===== src/rtl/issue_scoreboard_pkg.sv =====
// Shared encodings for the in-order issue path: instruction function types
// and issue-controller FSM states, used by decode, issue and execute.
package issue_scoreboard_pkg;

   localparam int unsigned SB_NUM_REGS = 32;
   localparam int unsigned SB_REG_W    = 5;
   localparam int unsigned SB_CNT_W    = 6;

   typedef enum logic [1:0] {
      FT_ARITH  = 2'd0,
      FT_LDST   = 2'd1,
      FT_BRANCH = 2'd2,
      FT_FRAME  = 2'd3
   } func_type_e;

   typedef enum logic [1:0] {
      ST_RUN     = 2'd0,
      ST_BR_WAIT = 2'd1,
      ST_DRAIN   = 2'd2
   } issue_state_e;

endpackage


===== src/rtl/issue_scoreboard_regs.sv =====
// Register busy bitmap with one set and one clear port per cycle, plus a
// registered population count of the bitmap.
module scoreboard_regs
   import issue_scoreboard_pkg::*;
#(
   parameter int unsigned NUM_REGS = SB_NUM_REGS,
   parameter int unsigned REG_W    = SB_REG_W,
   parameter int unsigned CNT_W    = SB_CNT_W
) (
   input  logic                i_clk,
   input  logic                i_rst,
   input  logic                i_clear,
   input  logic                i_set,
   input  logic [REG_W-1:0]    i_set_idx,
   input  logic                i_clr,
   input  logic [REG_W-1:0]    i_clr_idx,
   output logic [NUM_REGS-1:0] o_busy,
   output logic [CNT_W-1:0]    o_pending
);

   logic [NUM_REGS-1:0] r_busy;
   logic [CNT_W-1:0]    r_pending;
   logic [NUM_REGS-1:0] w_set_mask;
   logic [NUM_REGS-1:0] w_clr_mask;
   logic [NUM_REGS-1:0] w_busy_next;
   logic [CNT_W-1:0]    w_count;

   // Clearing a register that is not busy is a no-op, so stray writebacks
   // cannot underflow the count; the count is taken on the next bitmap.
   always_comb begin
      w_set_mask = '0;
      w_clr_mask = '0;
      if (i_set) w_set_mask[i_set_idx] = 1'b1;
      if (i_clr) w_clr_mask[i_clr_idx] = 1'b1;
      if (i_clear) w_busy_next = '0;
      else         w_busy_next = (r_busy | w_set_mask) & ~w_clr_mask;
      w_count = '0;
      for (int unsigned i = 0; i < NUM_REGS; i++) begin
         w_count = w_count + CNT_W'(w_busy_next[i]);
      end
   end

   always_ff @(posedge i_clk or posedge i_rst) begin
      if (i_rst) begin
         r_busy    <= '0;
         r_pending <= '0;
      end else begin
         r_busy    <= w_busy_next;
         r_pending <= w_count;
      end
   end

   assign o_busy    = r_busy;
   assign o_pending = r_pending;

endmodule


===== src/rtl/issue_scoreboard.sv =====
// In-order issue controller: RAW/WAW hazard detection on a busy bitmap,
// branch serialisation and register-frame drain before issue.
module issue_scoreboard
   import issue_scoreboard_pkg::*;
#(
   parameter int unsigned NUM_REGS = SB_NUM_REGS,
   parameter int unsigned REG_W    = SB_REG_W,
   parameter int unsigned CNT_W    = SB_CNT_W
) (
   input  logic                clock_i,
   input  logic                reset_i,
   input  logic                flush_i,
   input  logic                valid_i,
   input  logic [1:0]          functionType_i,
   input  logic [REG_W-1:0]    primOperand_i,
   input  logic [15:0]         secOperand_i,
   input  logic                pRead_i,
   input  logic                pWrite_i,
   input  logic                sRead_i,
   input  logic                wbValid_i,
   input  logic [REG_W-1:0]    wbReg_i,
   input  logic                branchResolved_i,
   output logic                shouldStall_o,
   output logic                issue_o,
   output logic [NUM_REGS-1:0] busy_o,
   output logic [CNT_W-1:0]    pending_o,
   output logic [1:0]          state_o
);

   issue_state_e        r_state;
   issue_state_e        w_state_next;
   func_type_e          w_ftype;
   logic [REG_W-1:0]    w_sec_idx;
   logic                w_unused_sec;
   logic [NUM_REGS-1:0] w_busy;
   logic [CNT_W-1:0]    w_pending;
   logic                w_hazard;
   logic                w_frame_block;
   logic                w_any_pending;
   logic                w_stall;
   logic                w_issue;

   assign w_ftype      = func_type_e'(functionType_i);
   assign w_sec_idx    = secOperand_i[REG_W-1:0];
   assign w_unused_sec = ^secOperand_i[15:REG_W];

   assign w_any_pending = (w_pending != '0);

   // Only the registered bitmap is consulted: a same-cycle writeback does
   // not unblock, so a retired register becomes usable one cycle later.
   assign w_hazard = (pRead_i  & w_busy[primOperand_i])
                   | (sRead_i  & w_busy[w_sec_idx])
                   | (pWrite_i & w_busy[primOperand_i]);

   assign w_frame_block = (w_ftype == FT_FRAME) & w_any_pending;

   always_comb begin
      w_state_next = r_state;
      w_stall      = 1'b0;
      w_issue      = 1'b0;
      case (r_state)
         ST_RUN: begin
            w_stall = valid_i & (w_hazard | w_frame_block);
            w_issue = valid_i & ~w_stall & ~flush_i;
            if (valid_i & w_frame_block)
               w_state_next = ST_DRAIN;
            else if (w_issue & (w_ftype == FT_BRANCH))
               w_state_next = ST_BR_WAIT;
         end
         ST_BR_WAIT: begin
            w_stall = valid_i;
            if (branchResolved_i) w_state_next = ST_RUN;
         end
         ST_DRAIN: begin
            w_stall = valid_i;
            if (~w_any_pending & ~wbValid_i) w_state_next = ST_RUN;
         end
         default: w_state_next = ST_RUN;
      endcase
      if (flush_i) w_state_next = ST_RUN;
   end

   always_ff @(posedge clock_i or posedge reset_i) begin
      if (reset_i) r_state <= ST_RUN;
      else         r_state <= w_state_next;
   end

   scoreboard_regs #(
      .NUM_REGS (NUM_REGS),
      .REG_W    (REG_W),
      .CNT_W    (CNT_W)
   ) u_regs (
      .i_clk     (clock_i),
      .i_rst     (reset_i),
      .i_clear   (flush_i),
      .i_set     (w_issue & pWrite_i),
      .i_set_idx (primOperand_i),
      .i_clr     (wbValid_i),
      .i_clr_idx (wbReg_i),
      .o_busy    (w_busy),
      .o_pending (w_pending)
   );

   // Gated by reset so the outputs are quiet while reset is held.
   assign shouldStall_o = w_stall & ~reset_i;
   assign issue_o       = w_issue & ~reset_i;
   assign busy_o        = w_busy;
   assign pending_o     = w_pending;
   assign state_o       = r_state;

endmodule

===== config.mk =====
export PLATFORM = sky130hd
export DESIGN_NAME = issue_scoreboard
export DESIGN_NICKNAME = d
export VERILOG_FILES = /design/src/rtl/issue_scoreboard_pkg.sv /design/src/rtl/issue_scoreboard_regs.sv /design/src/rtl/issue_scoreboard.sv
export SDC_FILE = /design/constraint.sdc
export NUM_CORES = 1
export LEC_CHECK = 0
export ABC_AREA = 1
export BUFFER_PORTS_ARGS = -buffer_cell sky130_fd_sc_hd__buf_2
export CORE_MARGIN = 2
export CORE_UTILIZATION = 45
export CTS_CLUSTER_DIAMETER = 80
export DETAILED_ROUTE_END_ITERATION = 12
export PLACE_DENSITY = 0.68
export SYNTH_ARGS = -nofsm -noshare
export SYNTH_HDL_FRONTEND = slang
export SYNTH_HIERARCHICAL = 1
export SYNTH_SLANG_ARGS = --single-unit

===== constraint.sdc =====
create_clock -name clock_i -period 7.77 [get_ports clock_i]
set_input_delay 0.777 -clock clock_i [delete_from_list [all_inputs] [get_ports clock_i]]
set_output_delay 0.777 -clock clock_i [all_outputs]
set_load 0.01 [all_outputs]

==> impl_metrics.csv <==
group,metric,value,unit
power_and_ir_drop,cellPowerDensity,108,nW/um2
die,die_h,95.5,um
die,rows,33,
setup_path,timing.critical_path.mode_cell,"fa_1",
cts,clock_tree.buffer_depth,2,
yosys,synthesis.area,3770,um2
routing,drc,0,
finish,multi_input_area,2420,um2
power_and_ir_drop,power.leakage,2.26,nW
timing,timing.slew.headroom,66.0,%
die,fp.coreArea,8180,um2
place,dp_hpwl,8.84,mm
timing,tns,0,ns
cts,clk_latency,0.30,ns
finish,syn2layout_area_growth,12.4,%
setup_path,reg2reg_to,"u_regs/o_pending[4]",
timing,hold_viol_final,0,
yosys,synth_cells,565,
power_and_ir_drop,switching_share,33.1,%
power_and_ir_drop,netSwitchingPower,0.000152,W
timing,rsz0062_at_grt,"false",
setup_path,crit_arrival,7.38,ns
cts,cts_root_buffer,"clkbuf_8",
timing,period_minus_slack,7.20,ns
job,maxCapViolations,0,
power_and_ir_drop,p_seq_share,47.3,%
finish,final_cell_mix,"nand2_1, nor2_1, nand3_1, buf_2, inv_1",
yosys,yosysSeqAreaShare,26.6,%
yosys,synthDistinctLibCells,26,
setup_path,worstReg2RegStart,"u_regs/o_busy[19]",
setup_path,cp_max_fo,21,
place,finalWeightedCongestion,0.895,
cts,holdBufCountCts,0,
setup_path,crit_family,"adder cells",
routing,ant_nets,0,
global_routing,track_usage,26.1,%
routing,vias_per_cell,5.38,
run_status,outcome,"finished clean",
setup_path,crit_buf_inv,7,
timing,tightest_slew,0.509,ns
power_and_ir_drop,worst_ir_drop_vdd,72.3,uV
routing,wl_per_cell,15.3,um
finish,nNetsFinal,699,
cts,cts.repair.resized,0,
finish,n_antenna_cell,0,
place,portBuffers,67,
finish,layout_commonest_cell,"nand2_1",
power_and_ir_drop,p_clk_share,29.2,%
setup_path,cp.required,7.95,ns
routing,first_pass_iters,5,
global_routing,grt_pass1_wl,18.0,mm
cts,path_clk_slew,0.08,ns
die,die_area,9120,um2
yosys,ys_seq_elements,40,
setup_path,ff2ff_setup_slack,1.10,ns
power_and_ir_drop,comb_power_share,23.5,%
cts,cts_tree,"built",
finish,seq_area,1000,um2
power_and_ir_drop,internal_power,0.000306,W
setup_path,end_kind,"flip-flop",
setup_path,max_stage_delay,0.53,ns
timing,clock_skew,0.00517,ns
die,start_util,46.1,%
routing,drt_iter0_drc,298,
finish,fillerInstances,844,
global_routing,antenna_found_initial,0,
finish,final_layout_size_suffix_gt1_share,14.7,%
setup_path,cp-start-kind,"input pin",
die,die_w,95.5,um
yosys,yosys_warnings,6,
die,ioPinCount,79,
finish,final_core_utilization,51.8,%
cts,htree_levels,2,
cts,postCtsSetupBuffers,0,
routing,vias,3940,
global_routing,grt_pass1_vias,3682,
yosys,syn_avg_cell_area,6.67,um2
setup_path,path_class,"input pin to flip-flop",
global_routing,grt_overflow_total,0,
timing,setup_viol,0,
hold_path,hold_path_class,"input pin to async pin",
routing,drt-total-wl,11.2,mm
cts,clock-sinks,40,
setup_path,r2r_cells,31,
cts,numCtsBuffers,5,
yosys,synth_fp_nets,637,
timing,max_freq,0.139,GHz
timing,fin_crit_sh,92.6,%
setup_path,cpMaxStageDelayCell,"fa_1",
timing,slew_violations,0,
global_routing,grt_max_degree,39,
registers in the layout, indices dropped and copies added, names as in the netlist:
register          cells
u_regs/o_busy        32
u_regs/o_pending      6
state_o               2
kinds of logic (layout without fill, tap and decap cells):
family / count (synthesis) / after routing / synth area share [%]
and+or+nand+nor: 364 / 364 / 40.2
xor gates and xnor gates: 1 / 1 / 0.233
adders and majority gates: 35 / 35 / 16.4
DFF: 40 / 40 / 26.6
buffers and inverters: 78 / 140 / 9.37
AOI/OAI and AO/OA: 47 / 47 / 7.21
stage by stage:
step                total power, W  cells  cell area [um2]  hold slack [ns]  setup slack, ns
finish                    0.000457    732             4230            0.347            0.574
global route              0.000482    732             4230            0.359           0.0317
CTS                       0.000457    732             4220            0.348            0.477
detailed placement        0.000325    725             4140            0.551            0.204
global placement          0.000323    725             4140            0.534            0.304
floorplan                 0.000291    565             3770            0.518             1.19
power groups by stage:
stage / logic (W) / registers (W) / clock network, W
after floorplan: 0.0000701 / 0.000221 / 0
after global placement: 0.000103 / 0.000220 / 0
after detailed placement: 0.000105 / 0.000221 / 0
after CTS: 0.000105 / 0.000216 / 0.000136
after global routing: 0.000120 / 0.000217 / 0.000144
final: 0.000107 / 0.000216 / 0.000134
routing by layer:
layer	vias to the layer above	part of all wire [%]	global-route usage (%)	wire length (um)
met5	-	0	0	0
met4	0	1.4	7.38	157
met3	12	5.1	2.45	567
met2	141	48	44.2	5390
met1	1896	45	35.7	5060
li1	1891	-	-	-
synth_stat cells, drive strengths merged:
| master | count | area (um2) |
|---|---|---|
| ha | 11 | 138 |
| o22ai | 1 | 6.26 |
| a21oi | 10 | 50.1 |
| buf | 14 | 106 |
| or2 | 2 | 12.5 |
| xnor2 | 1 | 8.76 |
| nand2 | 152 | 573 |
| nand4 | 2 | 12.5 |
| nor2 | 127 | 482 |
| o21ai | 22 | 110 |
| nand3 | 77 | 405 |
| nor4 | 1 | 6.26 |
| nand3b | 3 | 22.5 |
| o21bai | 14 | 105 |
| inv | 63 | 241 |
| dfrtp | 40 | 1000 |
| fa | 24 | 480 |
| clkbuf | 1 | 5.00 |
final cells by class:
cell class	count	share of cell area, %
sequential	40	23.7
clock inverter	1	0.118
inverter	63	5.71
clock buffer	6	1.71
tap	105	3.10
timing repair buffer	70	8.46
multi-input combinational	447	57.2
worst reg2reg max path, delay by kind of cell (launching register included):
kind / cells / cell delay, ns
and+or+nand+nor: 18 / 2.30
DFF: 1 / 0.45
buffers and inverters: 5 / 0.34
adders and majority gates: 8 / 3.48
how the worst max path moves through the flow:
| stage | from | endpoint | slack [ns] | depth (start not counted) |
|---|---|---|---|---|
| global route | primOperand_i[0] | u_regs/o_pending[4] | 0.03 | 33 |
| finish | primOperand_i[0] | u_regs/o_pending[4] | 0.57 | 33 |
| detailed placement | primOperand_i[0] | u_regs/o_pending[4] | 0.20 | 33 |
| global placement | primOperand_i[0] | u_regs/o_pending[4] | 0.30 | 33 |
| floorplan | secOperand_i[0] | u_regs/o_pending[4] | 1.19 | 32 |
| CTS | primOperand_i[0] | u_regs/o_pending[4] | 0.48 | 33 |
(Power assumes the default switching activity.)
